## src/rtl/clock_ctrl_pkg.sv

```systemverilog
// rtl/clock_ctrl_pkg.sv - shared state encoding and counter sizing for the step clock controller
package clock_ctrl_pkg;

   localparam logic [2:0] ENC_IDLE   = 3'd0;
   localparam logic [2:0] ENC_HELD   = 3'd1;
   localparam logic [2:0] ENC_REPEAT = 3'd2;
   localparam logic [2:0] ENC_AUTO   = 3'd3;
   localparam logic [2:0] ENC_HALTED = 3'd4;

   typedef enum logic [2:0] {
      ST_IDLE   = ENC_IDLE,
      ST_HELD   = ENC_HELD,
      ST_REPEAT = ENC_REPEAT,
      ST_AUTO   = ENC_AUTO,
      ST_HALTED = ENC_HALTED
   } state_t;

   // Width of the shared counter: enough bits to hold (largest period - 1).
   function automatic int cnt_width(input int a, input int b, input int c);
      int m;
      m = a;
      if (b > m) m = b;
      if (c > m) m = c;
      return (m < 2) ? 1 : $clog2(m);
   endfunction

endpackage

```

## src/rtl/rise_detect.sv

```systemverilog
// rtl/rise_detect.sv - rising-edge detector against a one-cycle-delayed copy
module rise_detect #(
   parameter logic RESET_VAL = 1'b0
) (
   input  logic clock,
   input  logic reset_n,
   input  logic sig_in,
   output logic pulse
);

   logic sig_q;

   // Delayed copy; reset value chosen by the user so a level already high at release is not an edge.
   always_ff @(posedge clock or negedge reset_n) begin
      if (!reset_n) sig_q <= RESET_VAL;
      else          sig_q <= sig_in;
   end

   assign pulse = sig_in & ~sig_q;

endmodule

```

## src/rtl/step_clock_ctrl.sv

```systemverilog
// rtl/step_clock_ctrl.sv - single-step / auto-repeat / auto-run CPU clock-enable generator
module step_clock_ctrl
   import clock_ctrl_pkg::*;
#(
   parameter int AUTO_DIV     = 1000,
   parameter int REPEAT_DELAY = 500,
   parameter int REPEAT_RATE  = 200
) (
   input  logic clock,
   input  logic reset_n,
   input  logic step_in,
   input  logic run_in,
   input  logic hlt,
   output logic tick,
   output logic running,
   output logic halted
);

   localparam int CW = cnt_width(AUTO_DIV, REPEAT_DELAY, REPEAT_RATE);
   localparam logic [CW-1:0] AUTO_TERM  = CW'(AUTO_DIV - 1);
   localparam logic [CW-1:0] DELAY_TERM = CW'(REPEAT_DELAY - 1);
   localparam logic [CW-1:0] RATE_TERM  = CW'(REPEAT_RATE - 1);

   state_t        state, state_nxt;
   logic [CW-1:0] cnt, cnt_nxt;
   logic          tick_q, tick_nxt;
   logic          step_rise;

   // Held switch at reset release must not look like a press, so the delayed copy resets high.
   rise_detect #(.RESET_VAL(1'b1)) u_step_rise (
      .clock   (clock),
      .reset_n (reset_n),
      .sig_in  (step_in),
      .pulse   (step_rise)
   );

   // State, shared counter and registered tick.
   always_ff @(posedge clock or negedge reset_n) begin
      if (!reset_n) begin
         state  <= ST_IDLE;
         cnt    <= '0;
         tick_q <= 1'b0;
      end else begin
         state  <= state_nxt;
         cnt    <= cnt_nxt;
         tick_q <= tick_nxt;
      end
   end

   // Next state; halt wins over everything, and leaving a counting state never emits a tick.
   always_comb begin
      state_nxt = state;
      cnt_nxt   = cnt;
      tick_nxt  = 1'b0;
      if (hlt) begin
         state_nxt = ST_HALTED;
      end else begin
         case (state)
            ST_IDLE: begin
               if (run_in) begin
                  state_nxt = ST_AUTO;
                  cnt_nxt   = '0;
               end else if (step_rise) begin
                  state_nxt = ST_HELD;
                  cnt_nxt   = '0;
                  tick_nxt  = 1'b1;
               end
            end
            ST_HELD: begin
               if (!step_in) begin
                  state_nxt = ST_IDLE;
               end else if (cnt == DELAY_TERM) begin
                  state_nxt = ST_REPEAT;
                  cnt_nxt   = '0;
               end else begin
                  cnt_nxt = cnt + CW'(1);
               end
            end
            ST_REPEAT: begin
               if (!step_in) begin
                  state_nxt = ST_IDLE;
               end else if (cnt == RATE_TERM) begin
                  cnt_nxt  = '0;
                  tick_nxt = 1'b1;
               end else begin
                  cnt_nxt = cnt + CW'(1);
               end
            end
            ST_AUTO: begin
               if (!run_in) begin
                  state_nxt = ST_IDLE;
               end else if (cnt == AUTO_TERM) begin
                  cnt_nxt  = '0;
                  tick_nxt = 1'b1;
               end else begin
                  cnt_nxt = cnt + CW'(1);
               end
            end
            ST_HALTED: begin
               if (!step_in && !run_in) state_nxt = ST_IDLE;
            end
            default: begin
               state_nxt = ST_IDLE;
               cnt_nxt   = '0;
            end
         endcase
      end
   end

   assign tick    = tick_q;
   assign running = (state == ST_AUTO) || (state == ST_REPEAT);
   assign halted  = (state == ST_HALTED);

endmodule

```

## config.mk

```make
export PLATFORM = sky130hd
export DESIGN_NAME = step_clock_ctrl
export DESIGN_NICKNAME = d
export VERILOG_FILES = /design/src/rtl/clock_ctrl_pkg.sv /design/src/rtl/rise_detect.sv /design/src/rtl/step_clock_ctrl.sv
export SDC_FILE = /design/constraint.sdc
export NUM_CORES = 1
export LEC_CHECK = 0
export BUFFER_PORTS_ARGS = -buffer_cell sky130_fd_sc_hd__buf_2
export CAP_MARGIN = 10
export CORE_MARGIN = 10
export CORE_UTILIZATION = 45
export CTS_BUF_LIST = sky130_fd_sc_hd__clkbuf_8
export DETAILED_ROUTE_END_ITERATION = 7
export SYNTH_ARGS = -nofsm -noshare
export SYNTH_HDL_FRONTEND = slang
export SYNTH_SLANG_ARGS = --single-unit
```

## constraint.sdc

```tcl
create_clock -name clock -period 2 [get_ports clock]
set_clock_uncertainty 0.15 [all_clocks]
set_input_delay 0.2 -clock clock [delete_from_list [all_inputs] [get_ports clock]]
set_output_delay 0.2 -clock clock [all_outputs]
set_load 0.01 [all_outputs]
```

==> results of run 1 <==
## flip-flops by register name (all words and copies together), names as in the netlist
signal and flops:
state 3, cnt 10, u_step_rise.sig_q 1, tick 1
## cells in the mapped netlist, types with 2 or more instances
cell type / instances / area share, %
dfrtp_1: 14 / 33
nand2_1: 8 / 2.9
nor2_1: 8 / 2.9
inv_1: 6 / 2.1
o21ai_0: 5 / 2.4
a21oi_1: 4 / 1.9
nand2b_1: 4 / 2.4
nor3_1: 4 / 1.9
a221o_1: 3 / 2.9
and3_2: 3 / 2.1
nand3_1: 3 / 1.4
or2b_2: 3 / 2.5
a22o_1: 2 / 1.7
a22oi_1: 2 / 1.4
and3_1: 2 / 1.2
buf_6: 2 / 2.1
clkbuf_8: 2 / 2.6
nor3b_1: 2 / 1.4
nor4_1: 2 / 1.2
nor4b_1: 2 / 1.7
o211a_1: 2 / 1.9
or3_1: 2 / 1.2
or4_1: 2 / 1.4
## timing repair
item / CTS / global route
buffers inserted: 4 / 8
pin swaps: 1 / 6
hold buffers: 2 / 0
setup endpoints to repair: 10 / 12
hold endpoints to repair: 16 / 0
gates resized for setup: 5 / 23
cloned: 1 / 0
## layout make-up
type | instances | share of cell area, %
clock inverter | 1 | 0.250
timing repair buffer | 40 | 19.9
clock buffer | 3 | 2.75
inverter | 6 | 1.50
multi-input combinational | 85 | 47.9
tap | 28 | 2.34
sequential | 15 | 25.3
## how the worst max path moves through the flow
stage / from / to / slack [ns]
floorplan: cnt[0]$_DFFE_PN0P_ / cnt[9]$_DFFE_PN0P_ / -0.005
global placement: state[0]$_DFFE_PN0P_ / state[0]$_DFFE_PN0P_ / -0.15
detailed placement: state[0]$_DFFE_PN0P_ / state[0]$_DFFE_PN0P_ / -0.17
CTS: cnt[0]$_DFFE_PN0P_ / state[0]$_DFFE_PN0P_ / -0.08
global route: cnt[0]$_DFFE_PN0P_ / cnt[3]$_DFFE_PN0P_ / -0.20
finish: cnt[0]$_DFFE_PN0P_ / cnt[3]$_DFFE_PN0P_ / -0.13
## per-layer routing
layer	up-vias	part of all wire (%)	wire [um]	track usage (%)
met5	-	0	0	0
met4	0	1.5	46	4.27
met3	6	5.8	172	3.43
met2	33	50	1500	18.9
met1	496	42	1250	15.7
li1	499	-	-	-
## worst max-delay path, delay by kind of cell, from the launching register on
| family | cells | cell delay [ns] |
|---|---|---|
| flops | 1 | 0.36 |
| compound gates | 3 | 0.64 |
| buf+inv | 1 | 0.21 |
| simple gates | 2 | 0.46 |
| fa+ha+maj | 1 | 0.20 |
## power breakdown
group / leakage, nW / internal (mW) / switching (mW)
combinational: 0.441 / 0.0913 / 0.0913
sequential: 0.199 / 0.313 / 0.00974
clock: 0.0269 / 0.136 / 0.104
total: 0.666 / 0.540 / 0.205
## through the flow
step,cells,hold WS (ns),setup TNS [ns]
2_1_floorplan,112,-0.246,-0.0164
3_3_place_gp,159,-0.0292,-0.485
3_5_place_dp,159,-0.0282,-0.600
4_1_cts,170,0.0416,-0.316
5_1_grt,178,0.0709,-1.39
6_report,178,0.0617,-0.630
## cells by family after synthesis
kind of cell	count (synthesis)	share of synthesized area, %
compound gates	29	22.4
fa+ha+maj	1	1.19
buf+inv	13	8.43
flops	15	35.7
mux	2	2.02
simple gates	52	30.2
==> impl_metrics.py, run 1 <==
metrics = {
    "run_status": {
        "status": "finished, violations left",
        "violations": "setup timing",
    },
    "power_and_ir_drop": {
        "power_mw": 0.745,
        "pwr_density_cell_nw_per_um2": 497,
        "p_leak_nw": 0.666,
        "vdd_drop_max_mv": 0.381,
    },
    "final_layout": {
        "mostFrequentLayoutCells": "buf_4, dfrtp_1, nand2_1, nor2_1",
        "mostFrequentLayoutCell": "buf_4",
        "diodes": 0,
        "drive_above_1_share_pct": 49.3,
        "final_nets": 157,
        "fill_cells": 169,
        "multiInputGateArea_um2": 718,
        "area_delta_synth_final_pct": 42.3,
        "final_util_pct": 67.8,
        "postLayoutCellArea_um2": 1500,
        "seq_area_um2": 379,
    },
    "route": {
        "num_vias": 1034,
        "dr.pass1.iters": 4,
        "drt_wl_total_um": 2970,
        "via_per_inst": 5.81,
        "dr.first_iter.drc_count": 49,
        "routedWlPerCell_um": 16.7,
        "drt.antenna.violating_nets": 0,
        "route.detailed.drc": 0,
    },
    "sta": {
        "hold_viol": 0,
        "rsz0062_at_grt": "true",
        "fin_ws_ns": -0.132,
        "slew_headroom_pct": 77.3,
        "tightestPinTransition_ns": 0.340,
        "min_period_ns": 2.13,
        "drv_slew": 0,
        "finalCritPeriodShare_pct": 107,
        "setup_viol": 8,
        "fmax_mhz": 469,
    },
    "place": {
        "dpl.hpwl_um": 1820,
        "gp_congestion": 0.828,
        "port_buffers": 7,
        "place_ws_ns": -0.169,
        "placed_area_um2": 1230,
    },
    "clock_tree": {
        "clock_sinks": 15,
        "clock_latency_ns": 0.25,
        "htreeDepth": 1,
        "clk_root_buffer_cell": "clkbuf_8",
        "clock_path_buffers": 2,
        "cts_buffers": 3,
        "clkTransAtPathRegs_ns": 0.06,
        "cts_tree": "done",
    },
    "synth": {
        "synthArstFlopShare_pct": 100,
        "synth_cell_types": 48,
        "yosys_warnings": 0,
        "ys_seq_area_share_pct": 35.7,
        "synthCells": 112,
        "synth-main-ff-cell": "dfrtp_1",
        "ys_ff_latch": 15,
        "synth_nets": 118,
        "synth_edf_count": 0,
        "postSynthAreaPerCell_um2": 9.41,
        "synth_area_um2": 1050,
    },
    "setup_path": {
        "r2r-end": "cnt[3]$_DFFE_PN0P_",
        "cp_max_fo": 5,
        "cp_slowest_stage_delay_ns": 0.36,
        "end_kind": "flip-flop",
        "worst-setup-path-type": "flip-flop to flip-flop",
        "path_cells": "ha_2 -> or2b_4 -> o41ai_4 -> buf_4 -> o21ai_4 -> nor2b_4 -> a221o_1",
        "worst_path_max_delay_cell": "dfrtp_1",
        "r2r-start": "cnt[0]$_DFFE_PN0P_",
        "worstPathRequired_ns": 1.98,
        "reg2regPathDepth": 7,
        "r2r_setup_slack_ns": -0.13,
        "worstPathArrival_ns": 2.11,
        "cp-start-kind": "flip-flop",
    },
    "floorplanning": {
        "coreArea_um2": 2210,
        "initial_utilization_pct": 47.6,
        "die_y_um": 68.4,
        "die_w_um": 68.4,
        "rows": 17,
        "die-area_um2": 4680,
        "num_io_pins": 8,
    },
    "global_route": {
        "overflow": 0,
        "grt_pass1_vias": 952,
        "antenna_found_initial": 0,
        "grt_max_degree": 16,
        "grt_pass1_wl_um": 4370,
        "track_usage_pct": 12.2,
    },
    "min_path": {
        "hp-start": "hlt",
        "holdPathStages": 2,
        "hold_path_class": "input port to flip-flop",
        "min_to": "tick$_DFF_PN0_",
    },
    "flow_run": {
        "maxCapViolations": 0,
    },
}
No activity file was read; power rests on OpenSTA's default activity.
==> run 2, diff against run 1 <==
- ABC_AREA: not set -> 1
==> run 2 against run 1 <==
Effect of this change:
- critical path type unchanged
- the run now ends clean
- total power decreased by 2.7%
- die area rose by 6.0%
- via count up 9.9%
- clock power increased by 2%
- non-clock buffer count shrank 31
- combinational power is 17% lower
- sequential cell count stayed put
- synthesized area rose by 8.6%
- register-to-register slack gained 0.34 ns
==> impl_metrics.py, run 2 <==
metrics = {
    "flow_run": {
        "maxCapViolations": 0,
    },
    "setup_path": {
        "cp_slowest_stage_delay_ns": 0.41,
        "worst_path_max_delay_cell": "dfrtp_1",
        "crit_path_frequent_cell": "nand2_1",
        "critPathTopFamily": "simple AND/OR/NAND/NOR gates",
        "r2r-start": "cnt[0]$_DFFE_PN0P_",
        "worstPathRequired_ns": 2.00,
        "worstPathArrival_ns": 1.79,
        "crit_buf_inv": 1,
        "path_cells": "ha_1 -> nand2_1 -> nor2_1 -> nand3_1 -> nand2_1 -> nand3_4 -> nand2_1 -> nand2_1 -> nand2_1 -> inv_1",
        "cp-start-kind": "flip-flop",
        "r2r-end": "cnt[5]$_DFFE_PN0P_",
        "r2r_setup_slack_ns": 0.21,
        "reg2regPathDepth": 10,
        "crit_cells": 10,
        "worst-setup-path-type": "flip-flop to flip-flop",
        "cp_max_fo": 8,
        "cp-startpoint": "cnt[0]$_DFFE_PN0P_",
        "end_kind": "flip-flop",
    },
    "min_path": {
        "hp-start": "hlt",
        "hold_path_class": "input port to flip-flop",
        "holdPathStages": 4,
        "min_to": "tick$_DFF_PN0_",
    },
    "synth": {
        "ys_seq_area_share_pct": 32.9,
        "yosys-top-cells-count": "nand2_1, nand3_1, inv_1",
        "synth_edf_count": 0,
        "yosys.area.top_type": "dfrtp_1",
        "synth_nets": 183,
        "synthCells": 177,
        "postSynthAreaPerCell_um2": 6.46,
        "ys_ff_latch": 15,
        "synth-main-ff-cell": "dfrtp_1",
        "yosysMostFrequentCell": "nand2_1",
        "yosysTopAreaCellShare_pct": 30.6,
        "netlist_top_cells_area": "dfrtp_1, nand2_1, nand3_1",
        "yosys_warnings": 0,
        "synth_cell_types": 24,
        "synthArstFlopShare_pct": 100,
        "synth_area_um2": 1140,
    },
    "sta": {
        "slew_headroom_pct": 73.4,
        "finalCritPeriodShare_pct": 89.7,
        "rsz0062_at_grt": "false",
        "hold_viol": 0,
        "tightestPinTransition_ns": 0.397,
        "drv_slew": 0,
        "fmax_mhz": 557,
        "min_period_ns": 1.79,
        "setup_viol": 0,
        "setup-tns-final_ns": 0,
    },
    "final_layout": {
        "final_util_pct": 51.8,
        "reg_top3": "cnt x10, state x3",
        "mostFrequentLayoutCell": "nand2_1",
        "largest_reg_flops": 10,
        "diodes": 0,
        "largest_register": "cnt",
        "final_nets": 195,
        "fill_cells": 262,
        "drive_above_1_share_pct": 13.3,
        "mostFrequentLayoutCells": "nand2_1, nand3_1, inv_1",
        "area_delta_synth_final_pct": 11.2,
        "multiInputGateArea_um2": 668,
        "seq_area_um2": 377,
    },
    "place": {
        "port_buffers": 7,
        "gp_congestion": 0.942,
        "dpl.hpwl_um": 2090,
    },
    "power_and_ir_drop": {
        "clock_power_share_pct": 33.7,
        "p_leak_nw": 0.679,
        "pwr_density_cell_nw_per_um2": 571,
        "power_switching_mw": 0.231,
        "p_int_mw": 0.495,
        "power_frac_comb_pct": 20.9,
        "power.share.switching_pct": 31.8,
        "p_seq_share_pct": 45.5,
        "vdd_drop_max_mv": 0.353,
        "power_mw": 0.725,
    },
    "global_route": {
        "grt_max_degree": 16,
        "antenna_found_initial": 0,
        "grt_pass1_vias": 1117,
        "grt_pass1_wl_um": 4760,
        "track_usage_pct": 11.1,
        "overflow": 0,
    },
    "clock_tree": {
        "clock_latency_ns": 0.25,
        "clock_path_buffers": 2,
        "cts.repair.resized": 0,
        "clock_sinks": 15,
        "clk_root_buffer_cell": "clkbuf_8",
        "htreeDepth": 1,
        "cts_tree": "done",
        "cts_buffers": 3,
        "clkTransAtPathRegs_ns": 0.06,
    },
    "route": {
        "drt_wl_total_um": 2670,
        "dr.first_iter.drc_count": 80,
        "routedWlPerCell_um": 12.2,
        "dr.pass1.iters": 4,
        "num_vias": 1136,
        "drt.antenna.violating_nets": 0,
        "route.detailed.drc": 0,
        "via_per_inst": 5.21,
    },
    "floorplanning": {
        "initial_utilization_pct": 46.6,
        "die-area_um2": 4960,
        "num_io_pins": 8,
        "die_w_um": 70.4,
        "die_y_um": 70.4,
        "rows": 18,
        "coreArea_um2": 2450,
    },
    "run_status": {
        "status": "complete, no violations",
    },
}
## run 2: per-stage QoR
stage	setup WS (ns)	cell area [um2]	instances	hold WS, ns
after floorplan	0.432	1140	177	-0.246
after global placement	0.266	1210	212	-0.0284
after detailed placement	0.221	1210	212	-0.0206
after CTS	0.200	1270	218	0.105
after global routing	0.0301	1270	218	0.161
final	0.206	1270	218	0.111
## run 2: logic make-up after synthesis
| family | Yosys count | synth area share (%) |
|---|---|---|
| buffers and inverters | 25 | 8.64 |
| XOR/XNOR | 2 | 1.53 |
| AND/OR/NAND/NOR | 125 | 51.4 |
| flip-flops | 15 | 32.9 |
| AO/OA/AOI/OAI | 9 | 4.38 |
| adder cells (fa/ha/maj) | 1 | 1.09 |
## run 2: layer usage
metal  track usage (%)  vias up  routed length, um
met1              12.2      526               1230
met3              1.98        5                 70
met5                 0        -                  0
met4              3.95        0                 24
li1                  -      587                  -
met2              20.4       18               1340
## run 2: power groups by stage
stage | clock, mW | sequential, mW | combinational, mW
6_report | 0.244 | 0.330 | 0.151
5_1_grt | 0.264 | 0.331 | 0.171
4_1_cts | 0.253 | 0.330 | 0.153
3_5_place_dp | 0 | 0.335 | 0.150
3_3_place_gp | 0 | 0.335 | 0.148
2_1_floorplan | 0 | 0.332 | 0.108
## run 2: worst min-delay path, delay by kind of cell
kind                   cells  cell delay, ns
buffers and inverters      2            0.16
and+or+nand+nor            1            0.06
AOI/OAI and AO/OA          1            0.05
## run 2: timing repair
action	CTS	global route
hold buffers	2	0
setup buffers	0	0
hold endpoints to repair	15	0
## run 2: cell type report
type | count | share of cell area, %
tap | 30 | 2.95
timing repair buffer | 9 | 4.33
inverter | 23 | 6.99
multi-input combinational | 137 | 52.6
sequential | 15 | 29.6
clock buffer | 3 | 3.25
clock inverter | 1 | 0.295
## run 2: how the worst max path moves through the flow
stage	to
2_1_floorplan	cnt[9]$_DFFE_PN0P_
3_3_place_gp	cnt[9]$_DFFE_PN0P_
3_5_place_dp	cnt[5]$_DFFE_PN0P_
4_1_cts	cnt[5]$_DFFE_PN0P_
5_1_grt	cnt[5]$_DFFE_PN0P_
6_report	cnt[5]$_DFFE_PN0P_
==> run 3, diff against run 2 <==
- CORE_MARGIN: 10 -> 2
- CORE_UTILIZATION: 45 -> 50
- GPL_ROUTABILITY_DRIVEN: not set -> 0
- PLACE_DENSITY: not set -> 0.71
==> run 3 against run 2 <==
Effect of this change:
- sequential share of layout area about the same
- final cell count decreased by 0.92%
- non-clock buffer count is the same
- maximum frequency increased by 0.84%
- sequential cell count stayed put
- worst setup slack gained 0.015 ns
- sequential power hardly changed
- clock-buffer cell count did not move
- first-iteration DRC count decreased by 79%
- global-route usage rose by 11 points
- largest power group unchanged
- via count grew 0.97%
- clock power increased by 6%
==> impl_metrics.py, run 3 (synthesized netlist as in run 2, its figures left out) <==
metrics = {
    "run_status": {
        "status": "complete, no violations",
    },
    "floorplanning": {
        "initial_utilization_pct": 52.2,
        "num_io_pins": 8,
        "die_y_um": 51.8,
        "rows": 17,
        "die_w_um": 51.8,
        "coreArea_um2": 2190,
        "die-area_um2": 2690,
    },
    "final_layout": {
        "drive_above_1_share_pct": 13.8,
        "instances_no_fill": 216,
        "area_delta_synth_final_pct": 11.1,
        "largest_reg_flops": 10,
        "reg_top3": "cnt x10, state x3",
        "multiInputGateArea_um2": 668,
        "diodes": 0,
        "seq_area_um2": 377,
        "fill_cells": 229,
        "mostFrequentLayoutCell": "nand2_1",
        "mostFrequentLayoutCells": "nand2_1, nand3_1, inv_1",
        "postLayoutCellArea_um2": 1270,
        "largest_register": "cnt",
        "final_nets": 195,
    },
    "global_route": {
        "grt_pass1_vias": 1065,
        "track_usage_pct": 22.1,
        "overflow": 0,
        "grt_max_degree": 16,
        "antenna_found_initial": 0,
        "grt_pass1_wl_um": 4440,
    },
    "min_path": {
        "hold_path_class": "input port to flip-flop",
    },
    "setup_path": {
        "r2r-start": "cnt[0]$_DFFE_PN0P_",
        "r2r_setup_slack_ns": 0.22,
        "worstPathRequired_ns": 2.01,
        "worst-setup-path-type": "flip-flop to flip-flop",
        "endpoint": "cnt[5]$_DFFE_PN0P_",
        "reg2regPathDepth": 10,
        "r2r-end": "cnt[5]$_DFFE_PN0P_",
        "end_kind": "flip-flop",
        "path_cells": "ha_1 -> nand2_1 -> nor2_1 -> nand3_1 -> nand2_1 -> nand3_4 -> nand2_1 -> nand2_1 -> nand2_1 -> inv_1",
        "worst_path_max_delay_cell": "dfrtp_1",
        "cp-startpoint": "cnt[0]$_DFFE_PN0P_",
        "worstPathArrival_ns": 1.79,
        "cp_max_fo": 8,
        "cp-start-kind": "flip-flop",
        "cp_slowest_stage_delay_ns": 0.40,
        "crit_path_frequent_cell": "nand2_1",
    },
    "route": {
        "via_per_inst": 5.31,
        "dr.pass1.iters": 4,
        "route.detailed.drc": 0,
        "num_vias": 1147,
        "dr.first_iter.drc_count": 17,
        "drt.antenna.violating_nets": 0,
        "routedWlPerCell_um": 11.7,
        "drt_wl_total_um": 2530,
    },
    "power_and_ir_drop": {
        "pwr_density_cell_nw_per_um2": 581,
        "vdd_drop_max_mv": 0.443,
        "p_leak_nw": 0.677,
        "power_mw": 0.738,
    },
    "clock_tree": {
        "clock_latency_ns": 0.26,
        "clk_root_buffer_cell": "clkbuf_8",
        "cts_tree": "done",
        "clkTransAtPathRegs_ns": 0.07,
        "clock_path_buffers": 2,
        "cts.repair.resized": 0,
        "htreeDepth": 1,
        "clock_sinks": 15,
        "cts_buffers": 3,
    },
    "sta": {
        "rsz0062_at_grt": "false",
        "hold_viol": 0,
        "tightestPinTransition_ns": 0.391,
        "finalCritPeriodShare_pct": 89.0,
        "fmax_mhz": 562,
        "setup-tns-final_ns": 0,
        "drv_slew": 0,
        "setup_viol": 0,
        "min_period_ns": 1.78,
        "slew_headroom_pct": 73.9,
    },
    "place": {
        "placed_cells": 210,
        "port_buffers": 7,
        "placed_area_um2": 1200,
        "dpl.hpwl_um": 1970,
    },
    "flow_run": {
        "maxCapViolations": 0,
    },
}
==> run 3: cell count changes in the layout (fill, tap and decap cells not counted), sizes merged <==
cell	delta
inv	-1
clkinv	+1
==> run 3: stage by stage <==
| stage | hold WS (ns) | setup slack, ns | utilization [%] |
|---|---|---|---|
| after floorplan | -0.246 | 0.432 | - |
| after global placement | -0.0270 | 0.317 | 54.9 |
| after detailed placement | -0.0235 | 0.221 | 54.9 |
| after CTS | 0.0999 | 0.205 | 58.0 |
| after global routing | 0.144 | 0.00774 | 58.0 |
| final | 0.0961 | 0.221 | 58.0 |
==> run 3: timing repair <==
| item | 4_1_cts | 5_1_grt |
|---|---|---|
| hold endpoints to repair | 16 | 0 |
| setup endpoints to repair | 0 | 0 |
| buffers inserted | 0 | 0 |
| hold buffers | 2 | 0 |
==> run 3: power breakdown <==
group	internal [mW]	switching [mW]
combinational	0.0454	0.105
sequential	0.313	0.0166
clock	0.138	0.119
==> run 3: metal layers <==
layer | vias to the layer above | GRT usage (%) | share of wire [%]
met2 | 22 | 39.7 | 51
met1 | 532 | 25.5 | 44
met5 | - | 0 | 0
met3 | 7 | 1.72 | 2.7
li1 | 586 | - | -
met4 | 0 | 12.3 | 2.7
==> run 3: cell type report <==
type / instances / share of cell area [%]
multi-input combinational: 137 / 52.6
sequential: 15 / 29.7
inverter: 23 / 7.00
timing repair buffer: 9 / 4.33
clock buffer: 3 / 3.25
tap: 28 / 2.76
clock inverter: 1 / 0.394
==> run 3: worst max-delay path, delay by kind of cell, from the launching register on <==
family        cells  cell delay [ns]
fa+ha+maj         1             0.22
buf+inv           1             0.03
flops             1             0.40
simple gates      8             0.88
==> run 3: worst min-delay path by stage <==
| stage | from | to | cells after the start |
|---|---|---|---|
| global placement | reset_n | cnt[3]$_DFFE_PN0P_ | 1 |
| finish | hlt | tick$_DFF_PN0_ | 4 |
| detailed placement | reset_n | cnt[1]$_DFFE_PN0P_ | 1 |
| floorplan | reset_n | cnt[0]$_DFFE_PN0P_ | 0 |
| global route | hlt | tick$_DFF_PN0_ | 4 |
| CTS | hlt | tick$_DFF_PN0_ | 4 |
